**src/rtl/ov7670_yuv_capture.sv**
```systemverilog
// OV7670 YUV422 capture: waits for camera configuration, discards settling
// frames, then pairs camera bytes into 16-bit words with X/Y coordinates and
// frame/line markers for the downstream gesture pipeline.
module ov7670_yuv_capture #(
    parameter int H_DISP     = 640,
    parameter int V_DISP     = 480,
    parameter int FRAME_SKIP = 10
) (
    input  logic        iCLK,
    input  logic        iRST_N,
    input  logic        iConfig_Done,
    input  logic        iCMOS_VSYNC,
    input  logic        iCMOS_HREF,
    input  logic [7:0]  iCMOS_DATA,
    output logic [15:0] oPixel_Data,
    output logic        oPixel_Valid,
    output logic [9:0]  oX,
    output logic [9:0]  oY,
    output logic        oFrame_Start,
    output logic        oLine_End,
    output logic        oFrame_Ready,
    output logic        oLine_Err
);

    typedef enum logic [1:0] {
        WAIT_CFG = 2'd0,
        SKIP     = 2'd1,
        CAPTURE  = 2'd2
    } state_t;

    localparam logic [10:0] H_LIM     = 11'(H_DISP);
    localparam logic [9:0]  V_LIM     = 10'(V_DISP);
    localparam logic [7:0]  SKIP_LAST = 8'(FRAME_SKIP - 1);

    // Column counter holds at its maximum instead of wrapping on runaway lines
    function automatic logic [10:0] sat_inc11(input logic [10:0] v);
        return (v == 11'h7FF) ? v : v + 11'd1;
    endfunction

    // Row counter saturates at 1023
    function automatic logic [9:0] sat_inc10(input logic [9:0] v);
        return (v == 10'h3FF) ? v : v + 10'd1;
    endfunction

    logic        cfg_meta_q, cfg_s_q;
    logic        vs_d_q, href_d_q;
    logic        vs_rise, href_fall;

    state_t      state_q, state_d;
    logic [7:0]  skip_cnt_q, skip_cnt_d;
    logic [10:0] x_cnt_q, x_cnt_d;
    logic [9:0]  y_cnt_q, y_cnt_d;
    logic        byte_flag_q, byte_flag_d;
    logic [7:0]  hi_q, hi_d;
    logic [15:0] pix_data_q, pix_data_d;
    logic        pix_valid_q, pix_valid_d;
    logic [9:0]  ox_q, ox_d;
    logic [9:0]  oy_q, oy_d;
    logic        frame_start_q, frame_start_d;
    logic        line_end_q, line_end_d;
    logic        frame_ready_q, frame_ready_d;
    logic        line_err_q, line_err_d;

    // Two-flop synchronizer for config-done plus one-cycle delayed syncs for edge detect
    always_ff @(posedge iCLK or negedge iRST_N) begin
        if (!iRST_N) begin
            cfg_meta_q <= 1'b0;
            cfg_s_q    <= 1'b0;
            vs_d_q     <= 1'b0;
            href_d_q   <= 1'b0;
        end else begin
            cfg_meta_q <= iConfig_Done;
            cfg_s_q    <= cfg_meta_q;
            vs_d_q     <= iCMOS_VSYNC;
            href_d_q   <= iCMOS_HREF;
        end
    end

    assign vs_rise   = iCMOS_VSYNC & ~vs_d_q;
    assign href_fall = ~iCMOS_HREF & href_d_q;

    // Next-state, byte pairing, counters and registered-output computation
    always_comb begin
        state_d       = state_q;
        skip_cnt_d    = skip_cnt_q;
        x_cnt_d       = x_cnt_q;
        y_cnt_d       = y_cnt_q;
        byte_flag_d   = byte_flag_q;
        hi_d          = hi_q;
        pix_data_d    = pix_data_q;
        pix_valid_d   = 1'b0;
        ox_d          = ox_q;
        oy_d          = oy_q;
        frame_start_d = 1'b0;
        line_end_d    = 1'b0;
        frame_ready_d = frame_ready_q;
        line_err_d    = line_err_q;

        if (!cfg_s_q) begin
            // Losing configuration aborts everything except the sticky error
            state_d       = WAIT_CFG;
            skip_cnt_d    = 8'd0;
            x_cnt_d       = 11'd0;
            y_cnt_d       = 10'd0;
            byte_flag_d   = 1'b0;
            frame_ready_d = 1'b0;
        end else begin
            case (state_q)
                WAIT_CFG: begin
                    state_d    = SKIP;
                    skip_cnt_d = 8'd0;
                end
                SKIP: begin
                    if (vs_rise) begin
                        if (skip_cnt_q == SKIP_LAST) begin
                            // The entering VSYNC edge also starts the first captured frame
                            state_d       = CAPTURE;
                            frame_ready_d = 1'b1;
                            frame_start_d = 1'b1;
                            x_cnt_d       = 11'd0;
                            y_cnt_d       = 10'd0;
                            byte_flag_d   = 1'b0;
                        end else begin
                            skip_cnt_d = skip_cnt_q + 8'd1;
                        end
                    end
                end
                CAPTURE: begin
                    frame_ready_d = 1'b1;
                    if (iCMOS_HREF) begin
                        byte_flag_d = ~byte_flag_q;
                        if (!byte_flag_q) begin
                            hi_d = iCMOS_DATA;
                        end else begin
                            pix_data_d  = {hi_q, iCMOS_DATA};
                            ox_d        = x_cnt_q[9:0];
                            oy_d        = y_cnt_q;
                            // Out-of-window words are counted but not presented
                            pix_valid_d = (x_cnt_q < H_LIM) && (y_cnt_q < V_LIM);
                            x_cnt_d     = sat_inc11(x_cnt_q);
                        end
                    end else begin
                        // An odd trailing byte is discarded at line end
                        byte_flag_d = 1'b0;
                    end

                    if (vs_rise) begin
                        x_cnt_d       = 11'd0;
                        y_cnt_d       = 10'd0;
                        frame_start_d = 1'b1;
                    end else if (href_fall) begin
                        line_end_d = 1'b1;
                        if (x_cnt_q != H_LIM && x_cnt_q != 11'd0) begin
                            line_err_d = 1'b1;
                        end
                        x_cnt_d = 11'd0;
                        if (x_cnt_q != 11'd0) begin
                            y_cnt_d = sat_inc10(y_cnt_q);
                        end
                    end
                end
                default: begin
                    state_d = WAIT_CFG;
                end
            endcase
        end
    end

    // State, counters and registered outputs
    always_ff @(posedge iCLK or negedge iRST_N) begin
        if (!iRST_N) begin
            state_q       <= WAIT_CFG;
            skip_cnt_q    <= 8'd0;
            x_cnt_q       <= 11'd0;
            y_cnt_q       <= 10'd0;
            byte_flag_q   <= 1'b0;
            hi_q          <= 8'd0;
            pix_data_q    <= 16'd0;
            pix_valid_q   <= 1'b0;
            ox_q          <= 10'd0;
            oy_q          <= 10'd0;
            frame_start_q <= 1'b0;
            line_end_q    <= 1'b0;
            frame_ready_q <= 1'b0;
            line_err_q    <= 1'b0;
        end else begin
            state_q       <= state_d;
            skip_cnt_q    <= skip_cnt_d;
            x_cnt_q       <= x_cnt_d;
            y_cnt_q       <= y_cnt_d;
            byte_flag_q   <= byte_flag_d;
            hi_q          <= hi_d;
            pix_data_q    <= pix_data_d;
            pix_valid_q   <= pix_valid_d;
            ox_q          <= ox_d;
            oy_q          <= oy_d;
            frame_start_q <= frame_start_d;
            line_end_q    <= line_end_d;
            frame_ready_q <= frame_ready_d;
            line_err_q    <= line_err_d;
        end
    end

    assign oPixel_Data  = pix_data_q;
    assign oPixel_Valid = pix_valid_q;
    assign oX           = ox_q;
    assign oY           = oy_q;
    assign oFrame_Start = frame_start_q;
    assign oLine_End    = line_end_q;
    assign oFrame_Ready = frame_ready_q;
    assign oLine_Err    = line_err_q;

endmodule

```
**config.mk**
```make
export PLATFORM = sky130hd
export DESIGN_NAME = ov7670_yuv_capture
export DESIGN_NICKNAME = d
export VERILOG_FILES = /design/src/rtl/ov7670_yuv_capture.sv
export SDC_FILE = /design/constraint.sdc
export NUM_CORES = 1
export LEC_CHECK = 0
export ABC_AREA = 1
export CAP_MARGIN = 10
export CORE_UTILIZATION = 40
export DETAILED_ROUTE_END_ITERATION = 10
export GPL_ROUTABILITY_DRIVEN = 0
export PLACE_DENSITY = 0.72
export SLEW_MARGIN = 20
export SYNTH_ARGS = -nofsm -noshare
export SYNTH_HDL_FRONTEND = slang
export SYNTH_SLANG_ARGS = --single-unit
```
**constraint.sdc**
```tcl
create_clock -name iCLK -period 2.2 [get_ports iCLK]
set_clock_uncertainty 0.15 [all_clocks]
set_input_delay 0.33 -clock iCLK [delete_from_list [all_inputs] [get_ports iCLK]]
set_output_delay 0.33 -clock iCLK [all_outputs]
set_load 0.005 [all_outputs]
```
# After elaboration in Yosys (flattened, before gate mapping)
# Index checks and enable logic that the tools add are counted.
# word_totals
register_bits	85
output_inout_bits	41
ram_bits	0
rom_bits	0
mem_count	0
latch_bits	0
input_bits	13
# classes
div_mod_pow	0
shift	0
n_eq_ne	18
reduce_logical	12
magnitude_cmp	2
n_addsub	3
bitwise_logic	6
muxes	47
multipliers	0
# op_table
op	count
$mux 11	8
$mux 10	7
$mux 8	3
$pmux 11 s2	1
$pmux 10 s2	1
$mux 1	19
$pmux 8 s2	1
$ne 5x5->1 const B	3
$ne 4x4->1 const B	3
$reduce_and 6->1	2
$add 11x1->11 const B	1
$eq 11x11->1 const B	1
$lt 11x10->1 const B	1
$ne 11x10->1 const B	1
$reduce_bool 11->1	1
$add 10x1->10 const B	1
$eq 10x10->1 const B	1
$lt 10x9->1 const B	1
$ne 3x3->1 const B	3
$reduce_and 3->1	3
$add 8x1->8 const B	1
$eq 8x4->1 const B	1
$reduce_and 4->1	2
$mux 2	3
other kinds (11)	19

# Logic depth before layout (Yosys ltp)
# logic_depth
word_depth	8
mapped_depth	12

# Least setup slack after synthesis
# No wires, ideal clock.
# synth_timing
path_kind	reg2reg
start	register state_q[0]
end	register x_cnt_q[10]
period_less_slack_ps	1838
slack_ps	362
path_buffers	1
arrival_ps	1571
setup_time_ps	117
stages_incl_launch_ff	13
path_cell_list	dfrtp_1 inv_1 ha_1 nand2_4 inv_4 nand2_4 a21oi_4 inv_2 a21oi_2 nor2_4 buf_12 nand3_2 nand2_1
# synth_via
elab_chain_len	3
word_cells_on_any_way	11
# synth_rtl
item	line	source
from (decl)	49	state_t state_q, state_d;
from (signal assigned)	187	state_q <= state_d;
$eq 2x2->1 / $eq 2x1->1 (equally long branches)	108	case (state_q)
$ne 5x5->1 (no line), or another cell as far along	n/a	
$reduce_and 6->1 (no line) / $mux 11 (equally long branches)	n/a	
to (signal assigned)	189	x_cnt_q <= x_cnt_d;
to (decl)	51	logic [10:0] x_cnt_q, x_cnt_d;
# Several ways; a longest one is shown, not always the timed one.
# A chain may end at the register's enable or synchronous reset.

# Worst setup path after layout
# layout_timing
start	register x_cnt_q[0]
end	register x_cnt_q[0]
# layout_via
elab_chain_len	8
word_cells_on_any_way	11
# layout_rtl
item	line	source
$add 11x1->11	37	return (v == 11'h7FF) ? v : v + 11'd1;
$mux 11	37	
$mux 11	132	if (!byte_flag_q) begin
$mux 11	130	if (iCMOS_HREF) begin
$mux 11	151	end else if (href_fall) begin
$mux 11	147	if (vs_rise) begin
$pmux 11 s2	108	
$mux 11	99	if (!cfg_s_q) begin
# Several ways; a longest one is shown, not always the timed one. The select of a mux whose other input is x is not followed.

==> key figures <==
Floorplan
  – Initial Utilization: between 40% and 50%
  – Die ar.: approximately 11000 um^2
  – Die X: between 100 and 150 um
  – Core ar.: about 10000 um^2
  – Standard-cell rows: 37
  – # IOs: 54
  – Die height: between 100 and 150 um

Place
  – # placed instances: around 700
  – Post-detailed-placement half-perimeter wirelength: ~6.7 mm
  – Number of buffer cells added on primary ports: 53

CTS
  – CTS tree: yes
  – Root buf cell: clkbuf_8
  – Post-CTS Repair Setup Buffers: 0
  – CTS clock-pin slew for the worst setup and hold paths: around 0.090 ns
  – Clock Sink Count: between 80 and 90
  – Clk_lat worst skew: approximately 0.35 ns
  – Max clock buf depth: 2
  – Num CTS Buffers: 9
  – H-tree depth: 3

Detailed routing
  – ANT nets after route: 0
  – Routed length per instance: approximately 13 um
  – DRT iter0 DRCs: about 240
  – Initial DRT Pass Iterations: 5
  – WL final: slightly above 9 mm
  – Vias per cell: 5.00
  – Number of remaining DRC errors: 0
  – Via count: 3562

Final layout
  – Filler cells: 972
  – Nets@finish: about 600
  – Antenna Cells: 0
  – Layout area overhead: 21.8%
  – Most frequent cells in the layout: 154 x nand2_1, 85 x dfrtp_1, 52 x inv_1, 52 x clkdlybuf4s50_1, 34 x o21ai_0
  – Non-Filler Instances: between 700 and 800
  – Layout cell share with drive strength beyond 1: around an eighth
  – Post-layout util: 50.0%
  – Sequential Area: 2130 um^2
  – Most common cell after layout, fill and taps aside: nand2_1
  – Multi-input logic area: roughly 1800 um^2

STA
  – Unrepaired setup endpoints after global routing: no
  – Worst slew margin: between 50% and 60%
  – Tmin final: 2.02 ns
  – Final Max Slew Viols: 0
  – Final critical-path share of the clock period: between 90% and 100%
  – Worst-margin pin slew: slightly above 0.6 ns
  – Fin Setup TNS: 0 ns
  – Final hold slack: between 0.2 and 0.25 ns
  – Maximum clock frequency: a little under 500 MHz
  – Setup violators final: 0
  – Final hold vios: 0

GRT
  – Gr usage total: roughly 18%
  – Vias in the first global route: between 3000 and 4000
  – Largest net degree at the start of global routing: 47
  – Global-route wire length before repair: approximately 16 mm
  – Antenna violations before repair: 0
  – GRT overflow: 0

Power
  – Peak VDD IR: ~0.34 mV
  – P_leak: between 2 and 2.5 nW
  – Pwr dens: a little over 700 nW/um^2

Worst setup path
  – Setup crit start: x_cnt_q[0]
  – Origin of the critical flop-to-flop path: x_cnt_q[0]
  – Kind of end point of the critical path: flip-flop
  – Critical path class: reg2reg
  – Reg-to-reg setup timing slack: roughly 0.18 ns
  – FF-to-FF path depth: 9
  – Crit start category: flip-flop
  – Critical path fanouts, max: 18
  – Data arrival time of the critical path: about 2.1 ns
  – Reg2reg end: x_cnt_q[0]
  – Worst EP required: about 2.3 ns

Synthesis
  – Post-Syn Area: 4220 um^2
  – Post-synth top area cell: dfrtp_1
  – Top cell type's share of synthesized area: 50.4%
  – Syn Nets: between 500 and 600
  – Synth Area per Inst: roughly 8.4 um^2
  – Post-Synthesis Cells: around 510
  – Sequential area share after synthesis: between 50 and 60%
  – Cell variety after synth: 38
  – Top post-synthesis cells by area: dfrtp_1 50%, nand2_1 14%, inv_1 4.6%
  – FF+latch count, synth: 85
  – Synth warn: 0

Run
  – Max-cap violation count: 0

Hold path
  – Worst Hold Depth: 0
  – Hold_sp: cfg_meta_q
  – Worst Hold Class: reg2reg
  – End point of the worst hold path: cfg_s_q

Run status
  – Status: complete, no violations
[report_power, final]
part           internal, mW  switching, mW  total [mW]
sequential             1.71          0.101        1.81
combinational         0.370          0.555       0.925
clock                 0.392          0.554       0.945
total                  2.47           1.21        3.68
[worst max path at each step]
stage,to,slack (ns),cells past startpoint
2_1_floorplan,x_cnt_q[10],0.36,12
3_3_place_gp,y_cnt_q[2],0.19,11
3_5_place_dp,x_cnt_q[0],0.15,9
4_1_cts,y_cnt_q[8],0.14,9
5_1_grt,x_cnt_q[6],0.07,12
6_report,x_cnt_q[0],0.18,9
[flip-flops by register name (all words and copies together), names as in the netlist]
name	cells
oPixel_Data	16
x_cnt_q	11
oX	10
oY	10
y_cnt_q	10
hi_q	8
skip_cnt_q	8
state_q	2
byte_flag_q	1
cfg_meta_q	1
cfg_s_q	1
href_d_q	1
oFrame_Ready	1
oFrame_Start	1
oLine_End	1
oLine_Err	1
oPixel_Valid	1
vs_d_q	1
[routing by layer]
layer  share of wire (%)  global-route usage, %  routed length (um)
met1                  48                   23.8                4460
met2                  46                   28.9                4280
met3                 3.8                   3.49                 350
met4                 1.6                   6.04                 149
met5                   0                      0                   0
[area by class of cell]
| type | count | area share [%] |
|---|---|---|
| Timing Repair Buffer | 73 | 13.7 |
| Inverter | 59 | 4.36 |
| Multi-Input combinational cell | 345 | 34.2 |
| Tap cell | 136 | 3.31 |
| Clock buffer | 9 | 2.41 |
| Clock inverter | 5 | 0.584 |
| Sequential cell | 85 | 41.4 |
[repair_timing]
| item | in CTS | in global routing |
|---|---|---|
| endpoints found under the setup margin | 0 | 1 |
| hold buffers | 1 | 0 |
| resized for setup | 0 | 1 |
| endpoints found under the hold margin | 44 | 0 |
[synthesized netlist by cell type (all sizes together)]
cell	count
nand2	157
dfrtp	85
o21ai	61
inv	58
nand3	35
nor2	27
nand4	19
nor3	14
buf	11
ha	9
a21oi	7
clkbuf	5
xor2	4
nor3b	3
o21bai	2
or2	2
a31o	1
and2	1
clkinv	1
nand3b	1
nor4	1
o211ai	1
[through the flow]
stage               power, mW  worst slack [ns]  area, um^2
finish                   3.68             0.184        5140
global route             3.92            0.0666        5140
CTS                      3.71             0.139        5140
detailed placement       2.76             0.149        4970
global placement         2.74             0.192        4970
floorplan                2.43             0.362        4220
[cell families (layout without fill, tap and decap cells)]
logic type,count (synthesis),after routing,synth area share (%)
and+or+nand+nor,260,260,28.4
DFF,85,85,50.4
buffers and inverters,75,146,7.98
AOI/OAI and AO/OA,72,72,9.69
adders and majority gates,9,9,2.67
xor gates and xnor gates,4,4,0.830
[worst max-delay path: stages (launching register included)]
cell     delay [ns]
dfrtp_1        0.45
ha_1           0.31
nand3_2        0.15
nor2_1         0.18
nand3_1        0.12
a21oi_2        0.19
nor2_4         0.07
buf_12         0.15
nand3_1        0.06
o21ai_0        0.07
(Power assumes the default switching activity.)
